File: config.mk
export PLATFORM = sky130hd
export DESIGN_NAME = usb_tx
export DESIGN_NICKNAME = d
export VERILOG_FILES = /design/src/rtl/usb_tx_pkg.sv /design/src/rtl/usb_nrzi_stuff.sv /design/src/rtl/usb_tx.sv
export SDC_FILE = /design/constraint.sdc
export NUM_CORES = 1
export LEC_CHECK = 0
export ABC_AREA = 0
export BUFFER_PORTS_ARGS = -buffer_cell sky130_fd_sc_hd__clkbuf_2
export CORE_MARGIN = 2
export CORE_UTILIZATION = 57
export CTS_BUF_LIST = sky130_fd_sc_hd__clkbuf_16
export DETAILED_ROUTE_END_ITERATION = 16
export GPL_TIMING_DRIVEN = 0
export HOLD_SLACK_MARGIN = 0.05
export PLACE_DENSITY = 0.79
export SLEW_MARGIN = 5
export SYNTH_ARGS = -nofsm -noshare
export SYNTH_HDL_FRONTEND = slang
export SYNTH_SLANG_ARGS = --single-unit
File: constraint.sdc
create_clock -name clk -period 2.5 [get_ports clk]
set_input_delay 0 -clock clk [delete_from_list [all_inputs] [get_ports clk]]
set_output_delay 0 -clock clk [all_outputs]
set_load 0.05 [all_outputs]
File: src/rtl/usb_tx_pkg.sv
// rtl/usb_tx_pkg.sv - USB line state types and framing constants shared by usb_tx and usb_rx
package usb_tx_pkg;

    // Full-speed encoding: J = D+ high, K = D- high
    typedef enum logic [1:0] {
        D_SE0 = 2'b00,
        D_K   = 2'b01,
        D_J   = 2'b10,
        D_SE1 = 2'b11
    } d_port_t;

    localparam logic [7:0] USB_SYNC      = 8'h80;
    localparam int         USB_STUFF_LEN = 6;

endpackage

File: src/rtl/usb_nrzi_stuff.sv
// rtl/usb_nrzi_stuff.sv - NRZI line level and ones counter with stuff-bit request
module usb_nrzi_stuff
    import usb_tx_pkg::*;
(
    input  logic clk,
    input  logic reset_n,
    input  logic clear,
    input  logic bit_en,
    input  logic bit_in,
    input  logic stuff_req,
    output logic level_nxt,
    output logic stuff_now
);

    logic       level;
    logic [2:0] ones;
    logic       base_level;
    logic [2:0] base_ones;
    logic       toggle;

    // level is 1 for J; clear restarts from idle J so a frame start and its first bit share an edge
    always_comb begin
        base_level = clear ? 1'b1 : level;
        base_ones  = clear ? 3'd0 : ones;
        toggle     = stuff_req || !bit_in;
        level_nxt  = toggle ? !base_level : base_level;
    end

    assign stuff_now = (ones == 3'(USB_STUFF_LEN));

    always_ff @(posedge clk or negedge reset_n) begin
        if (!reset_n) begin
            level <= 1'b1;
            ones  <= 3'd0;
        end else if (bit_en) begin
            level <= level_nxt;
            ones  <= toggle ? 3'd0 : base_ones + 3'd1;
        end else if (clear) begin
            level <= 1'b1;
            ones  <= 3'd0;
        end
    end

endmodule

File: src/rtl/usb_tx.sv
// rtl/usb_tx.sv - USB 1.1 line transmitter: SYNC, NRZI, bit stuffing, EOP and inter-packet gap
module usb_tx
    import usb_tx_pkg::*;
#(
    parameter int CLKS_PER_BIT = 2,
    parameter bit LOW_SPEED    = 1'b0,
    parameter int MIN_GAP_BITS = 2
) (
    input  logic       clk,
    input  logic       reset_n,
    input  logic [7:0] tx_data,
    input  logic       tx_valid,
    output logic       tx_ready,
    output logic [1:0] d,
    output logic       oe,
    output logic       active
);

    localparam int TW = (CLKS_PER_BIT > 1) ? $clog2(CLKS_PER_BIT) : 1;
    localparam int GW = (MIN_GAP_BITS > 1) ? $clog2(MIN_GAP_BITS) : 1;
    localparam logic [1:0] LINE_J = LOW_SPEED ? D_K : D_J;
    localparam logic [1:0] LINE_K = LOW_SPEED ? D_J : D_K;

    typedef enum logic [2:0] {
        S_IDLE,
        S_SYNC,
        S_DATA,
        S_EOP_SE0,
        S_EOP_J,
        S_GAP
    } state_t;

    state_t        state;
    logic [TW-1:0] bit_cnt;
    logic [6:0]    shreg;
    logic [2:0]    bit_idx;
    logic          eop_cnt;
    logic [GW-1:0] gap_cnt;

    logic       bit_en;
    logic       in_frame;
    logic       byte_done;
    logic       gap_done;
    logic       start;
    logic       end_frame;
    logic       nrzi_adv;
    logic       nrzi_bit;
    logic       level_nxt;
    logic       stuff_now;
    logic [1:0] drive_lv;

    assign bit_en    = (bit_cnt == TW'(CLKS_PER_BIT - 1));
    assign in_frame  = (state == S_SYNC) || (state == S_DATA);
    assign byte_done = (bit_idx == 3'd7);
    assign gap_done  = (state == S_GAP) && bit_en && (gap_cnt == GW'(MIN_GAP_BITS - 1));
    assign start     = tx_valid && ((state == S_IDLE) || gap_done);

    // A pending stuff bit always goes out before the byte boundary is honoured
    assign tx_ready  = in_frame && bit_en && byte_done && !stuff_now && tx_valid;
    assign end_frame = in_frame && bit_en && byte_done && !stuff_now && !tx_valid;
    assign nrzi_adv  = start || (in_frame && bit_en && !end_frame);
    assign nrzi_bit  = start ? USB_SYNC[0] : (byte_done ? tx_data[0] : shreg[0]);
    assign drive_lv  = level_nxt ? LINE_J : LINE_K;

    usb_nrzi_stuff u_nrzi (
        .clk       (clk),
        .reset_n   (reset_n),
        .clear     (start),
        .bit_en    (nrzi_adv),
        .bit_in    (nrzi_bit),
        .stuff_req (in_frame && stuff_now),
        .level_nxt (level_nxt),
        .stuff_now (stuff_now)
    );

    always_ff @(posedge clk or negedge reset_n) begin
        if (!reset_n) begin
            bit_cnt <= '0;
        end else if (start || bit_en) begin
            bit_cnt <= '0;
        end else begin
            bit_cnt <= bit_cnt + TW'(1);
        end
    end

    always_ff @(posedge clk or negedge reset_n) begin
        if (!reset_n) begin
            state   <= S_IDLE;
            d       <= LINE_J;
            oe      <= 1'b0;
            active  <= 1'b0;
            shreg   <= '0;
            bit_idx <= '0;
            eop_cnt <= 1'b0;
            gap_cnt <= '0;
        end else if (start) begin
            state   <= S_SYNC;
            oe      <= 1'b1;
            active  <= 1'b1;
            shreg   <= USB_SYNC[7:1];
            bit_idx <= '0;
            d       <= drive_lv;
        end else begin
            case (state)
                S_SYNC, S_DATA: begin
                    if (bit_en) begin
                        if (stuff_now) begin
                            d <= drive_lv;
                        end else if (!byte_done) begin
                            shreg   <= {1'b0, shreg[6:1]};
                            bit_idx <= bit_idx + 3'd1;
                            d       <= drive_lv;
                        end else if (tx_valid) begin
                            state   <= S_DATA;
                            shreg   <= tx_data[7:1];
                            bit_idx <= '0;
                            d       <= drive_lv;
                        end else begin
                            state   <= S_EOP_SE0;
                            eop_cnt <= 1'b0;
                            d       <= D_SE0;
                        end
                    end
                end
                S_EOP_SE0: begin
                    if (bit_en) begin
                        if (eop_cnt) begin
                            state <= S_EOP_J;
                            d     <= LINE_J;
                        end else begin
                            eop_cnt <= 1'b1;
                        end
                    end
                end
                S_EOP_J: begin
                    if (bit_en) begin
                        oe      <= 1'b0;
                        active  <= 1'b0;
                        gap_cnt <= '0;
                        state   <= (MIN_GAP_BITS == 0) ? S_IDLE : S_GAP;
                    end
                end
                S_GAP: begin
                    // tx_valid is only looked at once the whole gap has elapsed
                    if (gap_done) begin
                        state <= S_IDLE;
                    end else if (bit_en) begin
                        gap_cnt <= gap_cnt + GW'(1);
                    end
                end
                default: ;
            endcase
        end
    end

endmodule

## Yosys cells after proc, flatten, opt, wreduce, memory -nomap -nowiden

Cells that the tools add are included.

| storage, ports and cells | value |
|---|---|
| output and inout bits | 5 |
| bits of input ports | 11 |
| register bits | 23 |
| logic and storage cells | 126 |

| operators by class | value |
|---|---|
| reduce and logical (&&, ||, !) cells | 35 |
| equal/unequal tests | 24 |
| multiplexer cells | 52 |
| bitwise logic cells | 1 |
| add/sub/neg operators | 4 |

Operator list:

| operator | number |
|---|---|
| 2-to-1 mux 3 bit | 17 |
| 2-to-1 mux 7 bit | 6 |
| != test 3 bit, second input constant | 7 |
| != test 2 bit, second input constant | 9 |
| 2-to-1 mux 1 bit | 17 |
| 2-to-1 mux 2 bit | 8 |
| == test 3 bit, second input constant | 4 |
| one-hot mux 3 bit (4 select lines) | 1 |
| logical AND 1 bit | 10 |
| nonzero test 2 bit | 5 |
| AND reduction 4 bit | 2 |
| AND reduction 8 bit | 1 |
| AND reduction 7 bit | 1 |
| adder 3 x 1 -> 3 bit, second input constant | 2 |
| == test 3 x 2 -> 1 bit, second input constant | 2 |
| logical NOT 1 bit | 5 |
| logical OR 1 bit | 5 |
| AND reduction 5 bit | 1 |
| nonzero test 5 bit | 1 |
| one-hot mux 1 bit (2 select lines) | 2 |
| one-hot mux 2 bit (2 select lines) | 1 |
| == test 3 x 1 -> 1 bit, second input constant | 1 |
| logical NOT 3 bit | 1 |
| != test 3 x 2 -> 1 bit, second input constant | 1 |
| other kinds (5) | 6 |

## Logic depth before layout (Yosys ltp)

Gate-level depths: netlist (run 1).

| logic depth | value |
|---|---|
| depth after elaboration | 16 |
| gate-level depth with buffers | 10 |
| gate-level depth less buffers | 7 |

## Hierarchy

A second synthesis (run 1) with hierarchy kept.

| second synthesis, totals | value |
|---|---|
| cell total of the unflattened synthesis | 135 |
| area, all modules | 1388.8 µm² |

Modules (own cells, without submodules):

| module | times used | cells each | sequential area each (µm²) | area each (µm²) |
|---|---|---|---|---|
| usb_tx | 1 | 112 | 476.7 | 1159.9 |
| usb_nrzi_stuff | 1 | 23 | 101.3 | 229.0 |

## Worst setup path before layout (run 1)

No wires, ideal clock.

| path | value |
|---|---|
| path kind | reg2reg |
| start point | register bit_idx[0] |
| end point | register state[0] |
| required time | 2406 ps |
| period minus slack after synthesis | 1809 ps |
| cell stages (with the launch flop) | 8 |
| setup time | 94 ps |
| path slack | 691 ps |
| path buffers | 1 |
| arrival | 1715 ps |
| cell sequence | dfrtp_1 ha_1 ha_1 buf_2 mux2i_1 o22ai_1 a311o_1 a211oi_1 |

| on the way | value |
|---|---|
| longest elaborated chain between the ends | 3 |

RTL lines:

| element | RTL line | source |
|---|---|---|
| start, declared | usb_tx.sv:36 | `logic [2:0] bit_idx;` |
| start signal, assigned | usb_tx.sv:111 | `bit_idx <= bit_idx + 3'd1;` |
| == test 3 bit | usb_tx.sv:54 | `assign byte_done = (bit_idx == 3'd7);` |
| != test 3 bit (no line) | -- |  |
| AND reduction 8 bit (no line) | -- |  |
| end signal, assigned | usb_tx.sv:140 | `state <= (MIN_GAP_BITS == 0) ? S_IDLE : S_GAP;` |
| end, declared | usb_tx.sv:33 | `state_t state;` |

No other way between the ends.
A chain may end at the register's enable or synchronous reset.

## Worst setup path after layout (run 1)

| path | value |
|---|---|
| start point | register bit_idx[0] |
| end point | register u_nrzi.ones[2] |

| on the way | value |
|---|---|
| longest elaborated chain between the ends | 8 |
| elaborated cells on any way between the ends | 13 |
| classes of those cells | eq/ne (1); mux (4); reduce/logical (8) |

RTL lines:

| element | RTL line | source |
|---|---|---|
| == test 3 bit * | usb_tx.sv:54 |  |
| branches (longest 6 deep; another with 2-to-1 mux 3 bit) | -- |  |
| 2-to-1 mux 3 bit * | usb_nrzi_stuff.sv:35 | `end else if (bit_en) begin` |
| end signal, assigned | usb_nrzi_stuff.sv:37 | `ones <= toggle ? 3'd0 : base_ones + 3'd1;` |
| end, declared | usb_nrzi_stuff.sv:16 | `logic [2:0] ones;` |

Every way passes the cells marked *.

==> metrics, run 1 <==
Final Wtd Congestion 0.9145; Synth Area in Compound Gates 0.1396; Layout fillers 191; Reg2Reg Depth 6; global-route wire length before repair 4899 um; crit path kind flip-flop to flip-flop; post-synth cell types 44; CP Depth 6; die height 53.36 um; First-pass DRT Iterations 4; fin crit share 0.8415; Rows 17; number of DRC markers in iteration 0 20; initial antenna violation count 0; warnings from Yosys 0; CTS tree done; slowest cell delay on critical path 0.59 ns; Synth Area in Simple Gates 0.2045; crit path max-delay cell type a211oi_1; Mapped Avg Cell Area 9.712 um2; largest family of logic cells by synthesized area simple AND/OR/NAND/NOR gates; number of synthesized flops with an enable pin 0; Most common cell on crit path ha_1; # port buffers 15; syn_nets 157; CP bufs+invs 0; post-CTS setup buffer count 0; top cell family by delay on the critical path compound AO/OA/AOI/OAI gates; Die W 53.36 um; placed cell area 1499 um2; total number of vias 1126; core area 2255 um2; GR Util All Layers 0.2397; Initial Util 0.6160; MaxCap Viol Count 0; post_cts resized 0; synthesis-to-layout area growth 15.04%; Leak 0.7373 nW; CP Max Fanout 5; peak supply drop 0.8153 mV; Crit path required time 2.65 ns; Fin Clk Skew 0.001684 ns; Min-Delay Path Depth 4; Synth Instances 143; Hold WS 0.1172 ns; Clock Path Buffers 2; final core occ 0.7087; H-tree Lvls 1; Synth Flop Type dfrtp_1; Syn Std Cell Area 1389 um2; multi-input gate area in the final layout 733.2 um2; Via density 5.865; Slew Viols, Final 0; post-route cell area 1598 um2; grt met2 use 0.4156; Slew headroom 0.5589; Max Fclk 475.4 MHz; DP Wirelength 2134 um; clock-pin slew on the worst setup and hold paths 0.06 ns; setup TNS 0 ns; worst-path cell chain ha_1 -> ha_1 -> nor2b_1 -> a211oi_1 -> nand2_1 -> o32ai_1; RSZ-0062 raised after global routing false; drt wl/cell 15.57 um; Post-synth ARST share 1.000; number of global-route vias before repair 1117; share of layout cells above drive strength 1 0.2073; DRC Markers 0; PnR worst setup slack 0.3964 ns; worst-margin pin slew 0.6577 ns; global route hottest layer met2; Final #Nets 179; Hold Path Class input pin to flip-flop; top-level port count 16; Yosys reg bits 23; Critical Path Sink Type flip-flop; Overflow after GRT 0; sequential share of the synthesized area 0.4162; minimum clock period 2.104 ns; root buf cell clkbuf_16; Worst EP arrival 2.26 ns; clock sink total 23; post-synthesis mux area share 0.1378; die area 2847 um2; Post-Route WL 2990 um; adder-cell area share of the yosys netlist 0.02703; Post-CTS Hold Buffers 2; ant diodes 0; total CTS buffers 3; Routed Antenna Nets 0; grt met1 use 0.2977; clock latency at the later pin of the worst-skew pair 0.26 ns; xor-xnor portion of the synthesized cell area 0.01892; register area 578.1 um2; final hold vios 0; CP startpoint kind flip-flop; Final Setup Violations 0; DP Worst Slack 0.4676 ns; Power Dens Cells 1331 nW/um2; GR Util met3 0.03390; status finished, final reports clean; pin count of the biggest net entering global routing 24
[cell families after synthesis]
kind of cell / count (synthesis)
compound gates: 28
xor+xnor: 3
fa+ha+maj: 3
buf+inv: 14
flops: 23
mux: 18
simple gates: 54
[power breakdown]
| part | internal (mW) | switching (mW) | total [mW] |
|---|---|---|---|
| logic | 0.473 | 0.659 | 1.13 |
| registers | 0.540 | 0.108 | 0.648 |
| clock network | 0.214 | 0.133 | 0.346 |
[synthesized netlist by cell type, drive strengths merged, types with 3 or more instances]
| library cell | count | area share |
|---|---|---|
| mux2 | 9 | 0.073 |
| nand2 | 8 | 0.022 |
| mux2i | 9 | 0.065 |
| a31oi | 4 | 0.023 |
| ha | 3 | 0.027 |
| dfrtp | 21 | 0.38 |
| o21ai | 4 | 0.014 |
| nor2 | 14 | 0.038 |
| a21oi | 8 | 0.032 |
| inv | 5 | 0.014 |
| nor2b | 6 | 0.027 |
| nand2b | 6 | 0.027 |
| buf | 9 | 0.042 |
| nand3 | 5 | 0.018 |
| nor3 | 3 | 0.014 |
| nand3b | 3 | 0.016 |
[sequential cells by signal, summed over array words and instances, names as in the netlist]
register,count
shreg,7
bit_idx,3
state,3
u_nrzi.ones,3
d,2
active,1
bit_cnt,1
eop_cnt,1
gap_cnt,1
u_nrzi.level,1
[area by class of cell]
cell class | count | share of cell area
Tap cell | 28 | 0.02193
Sequential cell | 23 | 0.3618
Clock buffer | 3 | 0.04699
Inverter | 5 | 0.01175
Timing Repair Buffer | 17 | 0.05951
Buffer | 9 | 0.03681
Clock inverter | 1 | 0.002349
Multi-Input combinational cell | 106 | 0.4589
[layout by cell type, fill, tap and decap left out, types with 4 or more instances in the layout]
cell type / Yosys / layout
clkbuf_2: 0 / 15
nor2b_1: 6 / 6
mux2_1: 8 / 8
a21oi_1: 7 / 7
nand2_1: 8 / 8
nor2_1: 14 / 14
o21ai_0: 4 / 4
buf_2: 5 / 5
nand2b_1: 6 / 6
nand3_1: 5 / 5
mux2i_1: 9 / 9
inv_1: 5 / 6
dfrtp_1: 21 / 21
[routing by layer]
metal	vias up	share of wire	routed length, um
met5	-	0	0
met4	0	0.013	40
li1	551	-	-
met2	27	0.52	1558
met3	5	0.032	96
met1	543	0.43	1295
[through the flow]
step / cells / power [mW]
4_1_cts: 192 / 2.130
6_report: 192 / 2.126
5_1_grt: 192 / 2.281
3_3_place_gp: 186 / 1.705
2_1_floorplan: 143 / 1.528
3_5_place_dp: 186 / 1.769
[worst register-to-register path, delay by kind of cell (launching register included)]
family | cells | cell delay [ns]
DFF | 1 | 0.40
and+or+nand+nor | 2 | 0.29
AOI/OAI and AO/OA | 2 | 0.85
adders and majority gates | 2 | 0.47
[path summary, 6_finish.rpt]
check                      startpoint  slack, ns        endpoint
hold reg to reg            bit_idx[2]       0.49      bit_idx[2]
setup / recovery           bit_idx[0]       0.40  u_nrzi.ones[2]
setup reg to reg           bit_idx[0]       0.40  u_nrzi.ones[2]
max in group asynchronous     reset_n       1.86      bit_idx[1]
hold / removal             tx_data[2]       0.12        shreg[1]
min in group asynchronous     reset_n       0.27          active
Note: power is estimated with default switching activity, not from simulation.
==> run 2, diff against run 1 <==
==> constraint.sdc (replaced) <==
create_clock -name clk -period 2.1 [get_ports clk]
set_input_delay 0 -clock clk [delete_from_list [all_inputs] [get_ports clk]]
set_output_delay 0 -clock clk [all_outputs]
set_load 0.05 [all_outputs]
==> metrics, run 2 (synthesis results as in run 1) <==
setup TNS 0 ns (unchanged); First-pass DRT Iterations 4 (unchanged); Routed Antenna Nets 0 (unchanged); pin count of the biggest net entering global routing 24 (unchanged); Top reg by flops shreg; most common cell after layout, fill and taps aside dfrtp_1; clock-pin slew on the worst setup and hold paths 0.06 ns (about the same); Worst EP arrival 2.10 ns (-0.16 ns); core area 2255 um2 (unchanged); # port buffers 15 (unchanged); worst-margin pin slew 0.5769 ns (-0.08072 ns); CTS tree done; root buf cell clkbuf_16; status finished, final reports clean; Clock Path Buffers 2 (unchanged); Initial Util 0.6160 (unchanged); GR Util All Layers 0.2397 (unchanged); Final Wtd Congestion 0.9145 (unchanged); worst-path cell chain ha_1 -> ha_2 -> buf_4 -> mux2i_1 -> o22ai_1 -> a311o_1 -> a211oi_1; Leak 0.7376 nW (about the same); Rows 17 (unchanged); global-route wire length before repair 4899 um (unchanged); CP Max Fanout 10 (+5); crit path max-delay cell type dfrtp_1; share of layout cells above drive strength 1 0.2195 (+0.01220); max reg flops 7 (unchanged); CP startpoint kind flip-flop; peak supply drop 0.9784 mV (+20%); clock latency at the later pin of the worst-skew pair 0.26 ns (about the same); number of global-route vias before repair 1117 (unchanged); top-level port count 16 (unchanged); RSZ-0062 raised after global routing false; clock sink total 23 (unchanged); Final Total Pwr 2.564 mW (+21%); slowest cell delay on critical path 0.40 ns (-0.19 ns); Slew headroom 0.6154 (+0.05646); initial antenna violation count 0 (unchanged); ant diodes 0 (unchanged); total number of vias 1112 (-1.2%); Crit path required time 2.26 ns (-0.39 ns); DRC Markers 0 (unchanged); H-tree Lvls 1 (unchanged); Hold Path Class input pin to flip-flop; drt wl/cell 15.55 um (-0.13%); Via density 5.792 (-1.2%); fin crit share 0.9246 (+0.08310); Post-Route WL 2986 um (-0.13%); Slew Viols, Final 0 (unchanged); Final Setup Violations 0 (unchanged); DP Wirelength 2134 um (unchanged); total CTS buffers 3 (unchanged); most frequent cells in the layout dfrtp_1, clkbuf_2, nor2_1, mux2i_1; crit path kind flip-flop to flip-flop; Overflow after GRT 0 (unchanged); Critical Path Sink Type flip-flop; synthesis-to-layout area growth 16.67%; minimum clock period 1.942 ns (-0.1621 ns); Reg2Reg Depth 7 (+1); Power Dens Cells 1582 nW/um2 (+19%); Die W 53.36 um (unchanged); Fin Clk Skew 0.001637 ns (-0.00004657 ns); die area 2847 um2 (unchanged); Layout fillers 188 (-1.6%); Max Fclk 515.0 MHz (+8.3%); MaxCap Viol Count 0 (unchanged); number of DRC markers in iteration 0 20 (unchanged); final hold vios 0 (unchanged); die height 53.36 um (unchanged); Min-Delay Path Depth 4 (unchanged); Final #Nets 179 (unchanged)
[run 2: cell count changes in the layout (fill, tap and decap cells not counted)]
cell	previous run	this run
a211oi_1	2	1
ha_2	0	1
a31oi_2	1	0
buf_2	5	4
a211oi_2	0	1
a31oi_4	0	1
ha_1	3	2
buf_6	1	2
[run 2: worst paths after layout]
kind / startpoint / end / slack [ns]
max in group asynchronous: reset_n / bit_idx[1] / 1.45
hold / removal: tx_data[2] / shreg[1] / 0.12
hold reg to reg: shreg[2] / shreg[2] / 0.49
setup reg to reg: bit_idx[0] / state[0] / 0.16
setup / recovery: bit_idx[0] / state[0] / 0.16
min in group asynchronous: reset_n / active / 0.27
[run 2: stage by stage]
stage	instance area [um2]	hold slack, ns	instances	utilization	setup slack, ns
3_3_place_gp	1499	0.01349	186	0.6648	0.1096
4_1_cts	1598	0.1238	192	0.7087	0.03310
5_1_grt	1620	0.1453	192	0.7186	0.01644
3_5_place_dp	1499	0.02634	186	0.6648	0.06760
2_1_floorplan	1389	-0.2956	143	-	0.2910
6_report	1620	0.1177	192	0.7186	0.1584
[run 2: power breakdown]
group / leakage (nW) / internal (mW) / switching (mW)
logic: 0.415 / 0.581 / 0.800
registers: 0.280 / 0.643 / 0.129
clock network: 0.0423 / 0.254 / 0.157
[run 2: timing repair]
action	in CTS	in global routing
hold buffers	2	0
resized for setup	0	6
setup endpoints to repair	0	5
endpoints found under the hold margin	22	0
setup buffers	0	0
[run 2: critical path: cells and delay by family, from the launching register on]
kind            cells  cell delay (ns)
compound gates      3             0.70
fa+ha+maj           2             0.42
buf+inv             1             0.19
flops               1             0.40
mux                 1             0.14
[run 2: cell type report]
cell class              count  area [um2]  area share
multi-input cells         106       749.5      0.4625
flip-flops and latches     23       578.1      0.3568
repair buffers             17       95.09     0.05869
clock buffers               3       75.07     0.04633
plain buffers               9       65.06     0.04015
well taps                  28       35.03     0.02162
inverters                   5       18.77     0.01158
clock inverters             1       3.754    0.002317
[run 2: per-layer routing]
layer | part of all wire | up-vias | global-route usage
met5 | 0 | - | 0
met4 | 0.013 | 0 | 0.08974
met3 | 0.031 | 5 | 0.03390
met2 | 0.53 | 26 | 0.4156
li1 | - | 548 | -
met1 | 0.42 | 533 | 0.2977
==> run 3, diff against run 2 <==
--- a/config.mk
+++ b/config.mk
@@ -14,6 +14,7 @@
 export GPL_TIMING_DRIVEN = 0
 export HOLD_SLACK_MARGIN = 0.05
 export PLACE_DENSITY = 0.79
+export REMOVE_ABC_BUFFERS = 1
 export SLEW_MARGIN = 5
 export SYNTH_ARGS = -nofsm -noshare
 export SYNTH_HDL_FRONTEND = slang
==> metrics, run 3 (synthesis results as in run 1) <==
die area 2847 um2 (unchanged); slowest cell delay on critical path 0.39 ns (about the same); Hold Path Class input pin to flip-flop; Clock Path Buffers 2 (unchanged); First-pass DRT Iterations 4 (unchanged); Leak 0.6995 nW (-5.2%); synthesis-to-layout area growth 14.50%; Die W 53.36 um (unchanged); initial antenna violation count 0 (unchanged); most common cell after layout, fill and taps aside dfrtp_1; Via density 6.168 (+6.5%); clock sink total 23 (unchanged); Top reg by flops shreg; crit path kind flip-flop to flip-flop; Worst Hold End shreg[6]; Power Dens Cells 1577 nW/um2 (-0.37%); Initial Util 0.6160 (unchanged); DRC Markers 0 (unchanged); Rows 17 (unchanged); Fin Clk Skew 0.004991 ns (+0.003353 ns); crit path max-delay cell type mux2i_1; Reg2Reg Depth 6 (-1); Post-Route WL 2878 um (-3.6%); number of global-route vias before repair 1131 (+1.3%); Final #Nets 172 (-3.9%); Routed Antenna Nets 0 (unchanged); Overflow after GRT 0 (unchanged); worst-path cell chain ha_1 -> ha_4 -> mux2i_1 -> a31oi_4 -> xor2_1 -> a221o_1; number of DRC markers in iteration 0 13 (-35%); root buf cell clkbuf_16; Final Setup Violations 0 (unchanged); share of layout cells above drive strength 1 0.2102 (-0.009321); ant diodes 0 (unchanged); max reg flops 7 (unchanged); # port buffers 15 (unchanged); status finished, final reports clean; minimum clock period 2.022 ns (+0.07996 ns); Hold WS 0.1060 ns (-0.01166 ns); pin count of the biggest net entering global routing 24 (unchanged); Crit path required time 2.23 ns (-0.03 ns); Worst EP arrival 2.16 ns (+0.06 ns); H-tree Lvls 1 (unchanged); RR Startpoint bit_idx[0]; worst-margin pin slew 0.5631 ns (-0.01383 ns); global-route wire length before repair 4974 um (+1.5%); Non-Filler Instances 185 (-3.6%); Critical Path Sink Type flip-flop; most frequent cells in the layout dfrtp_1, clkbuf_2, nor2_1, mux2i_1; Slew headroom 0.6246 (+0.009221); Min-Delay Path Depth 3 (-1); total CTS buffers 3 (unchanged); top-level port count 16 (unchanged); peak supply drop 0.9126 mV (-6.7%); clock-pin slew on the worst setup and hold paths 0.06 ns (about the same); die height 53.36 um (unchanged); core area 2255 um2 (unchanged); final hold vios 0 (unchanged); fin crit share 0.9626 (+0.03808); DP Wirelength 1853 um (-13%); GR Util All Layers 0.2436 (+0.003884); total number of vias 1141 (+2.6%); Max Fclk 494.7 MHz (-4.0%); CP Max Fanout 14 (+4); Worst Hold Launch tx_data[7]; clock latency at the later pin of the worst-skew pair 0.26 ns (about the same); CP startpoint kind flip-flop; drt wl/cell 15.56 um (about the same); R2R Setup Slk 0.08 ns (-0.08 ns); Slew Viols, Final 0 (unchanged); MaxCap Viol Count 0 (unchanged); Final Wtd Congestion 0.8087 (-12%); CTS tree done; Reg-to-Reg End d[0]; placed insts 177 (-4.8%)
[run 3: repair_timing]
| item | in CTS | in global routing |
|---|---|---|
| hold buffers | 1 | 0 |
| setup endpoints to repair | 16 | 11 |
| resized for setup | 4 | 4 |
| cloned | 1 | 0 |
| setup buffers | 0 | 2 |
| pin swaps | 1 | 1 |
| endpoints found under the hold margin | 21 | 0 |
[run 3: worst max-delay path: cells and delay by family, from the launching register on]
kind	cells	cell delay, ns
flops	1	0.38
fa+ha+maj	2	0.47
mux	1	0.39
xor+xnor	1	0.19
compound gates	2	0.46
[run 3: routing by layer]
layer	global-route usage	part of all wire	routed length, um	up-vias
li1	-	-	-	543
met1	0.2860	0.44	1254	553
met2	0.3971	0.50	1431	35
met3	0.06780	0.039	111	10
met4	0.1325	0.028	80	0
met5	0	0	0	-
[run 3: how the worst max path moves through the flow]
| stage | slack [ns] | to | start |
|---|---|---|---|
| 5_1_grt | -0.02 | d[0] | bit_idx[0] |
| 2_1_floorplan | 0.12 | bit_idx[1] | state[0] |
| 4_1_cts | 0.04 | bit_idx[2] | state[1] |
| 6_report | 0.08 | d[0] | bit_idx[0] |
| 3_3_place_gp | -0.24 | shreg[4] | state[0] |
| 3_5_place_dp | -0.28 | bit_idx[2] | state[0] |
[run 3: layout make-up]
class / count / area (um2)
sequential: 23 / 580.6
clock buffer: 3 / 75.07
timing repair buffer: 18 / 100.1
inverter: 5 / 18.77
multi-input combinational: 107 / 777.0
tap: 28 / 35.03
clock inverter: 1 / 3.754
fill: 174 / 664.4
[run 3: report_power, final]
group | switching, mW | internal, mW
registers | 0.217 | 0.645
clock network | 0.153 | 0.254
logic | 0.703 | 0.536
total | 1.07 | 1.43
[run 3: per-stage QoR]
stage	instance area [um2]	setup TNS [ns]	worst slack (ns)	util	total power, mW
4_1_cts	1559	0	0.03682	0.6915	2.463
3_3_place_gp	1440	-2.138	-0.2369	0.6387	1.940
5_1_grt	1590	-0.01924	-0.01924	0.7053	2.711
6_report	1590	0	0.07846	0.7053	2.507
2_1_floorplan	1330	0	0.1159	-	1.737
3_5_place_dp	1440	-2.837	-0.2847	0.6387	1.995
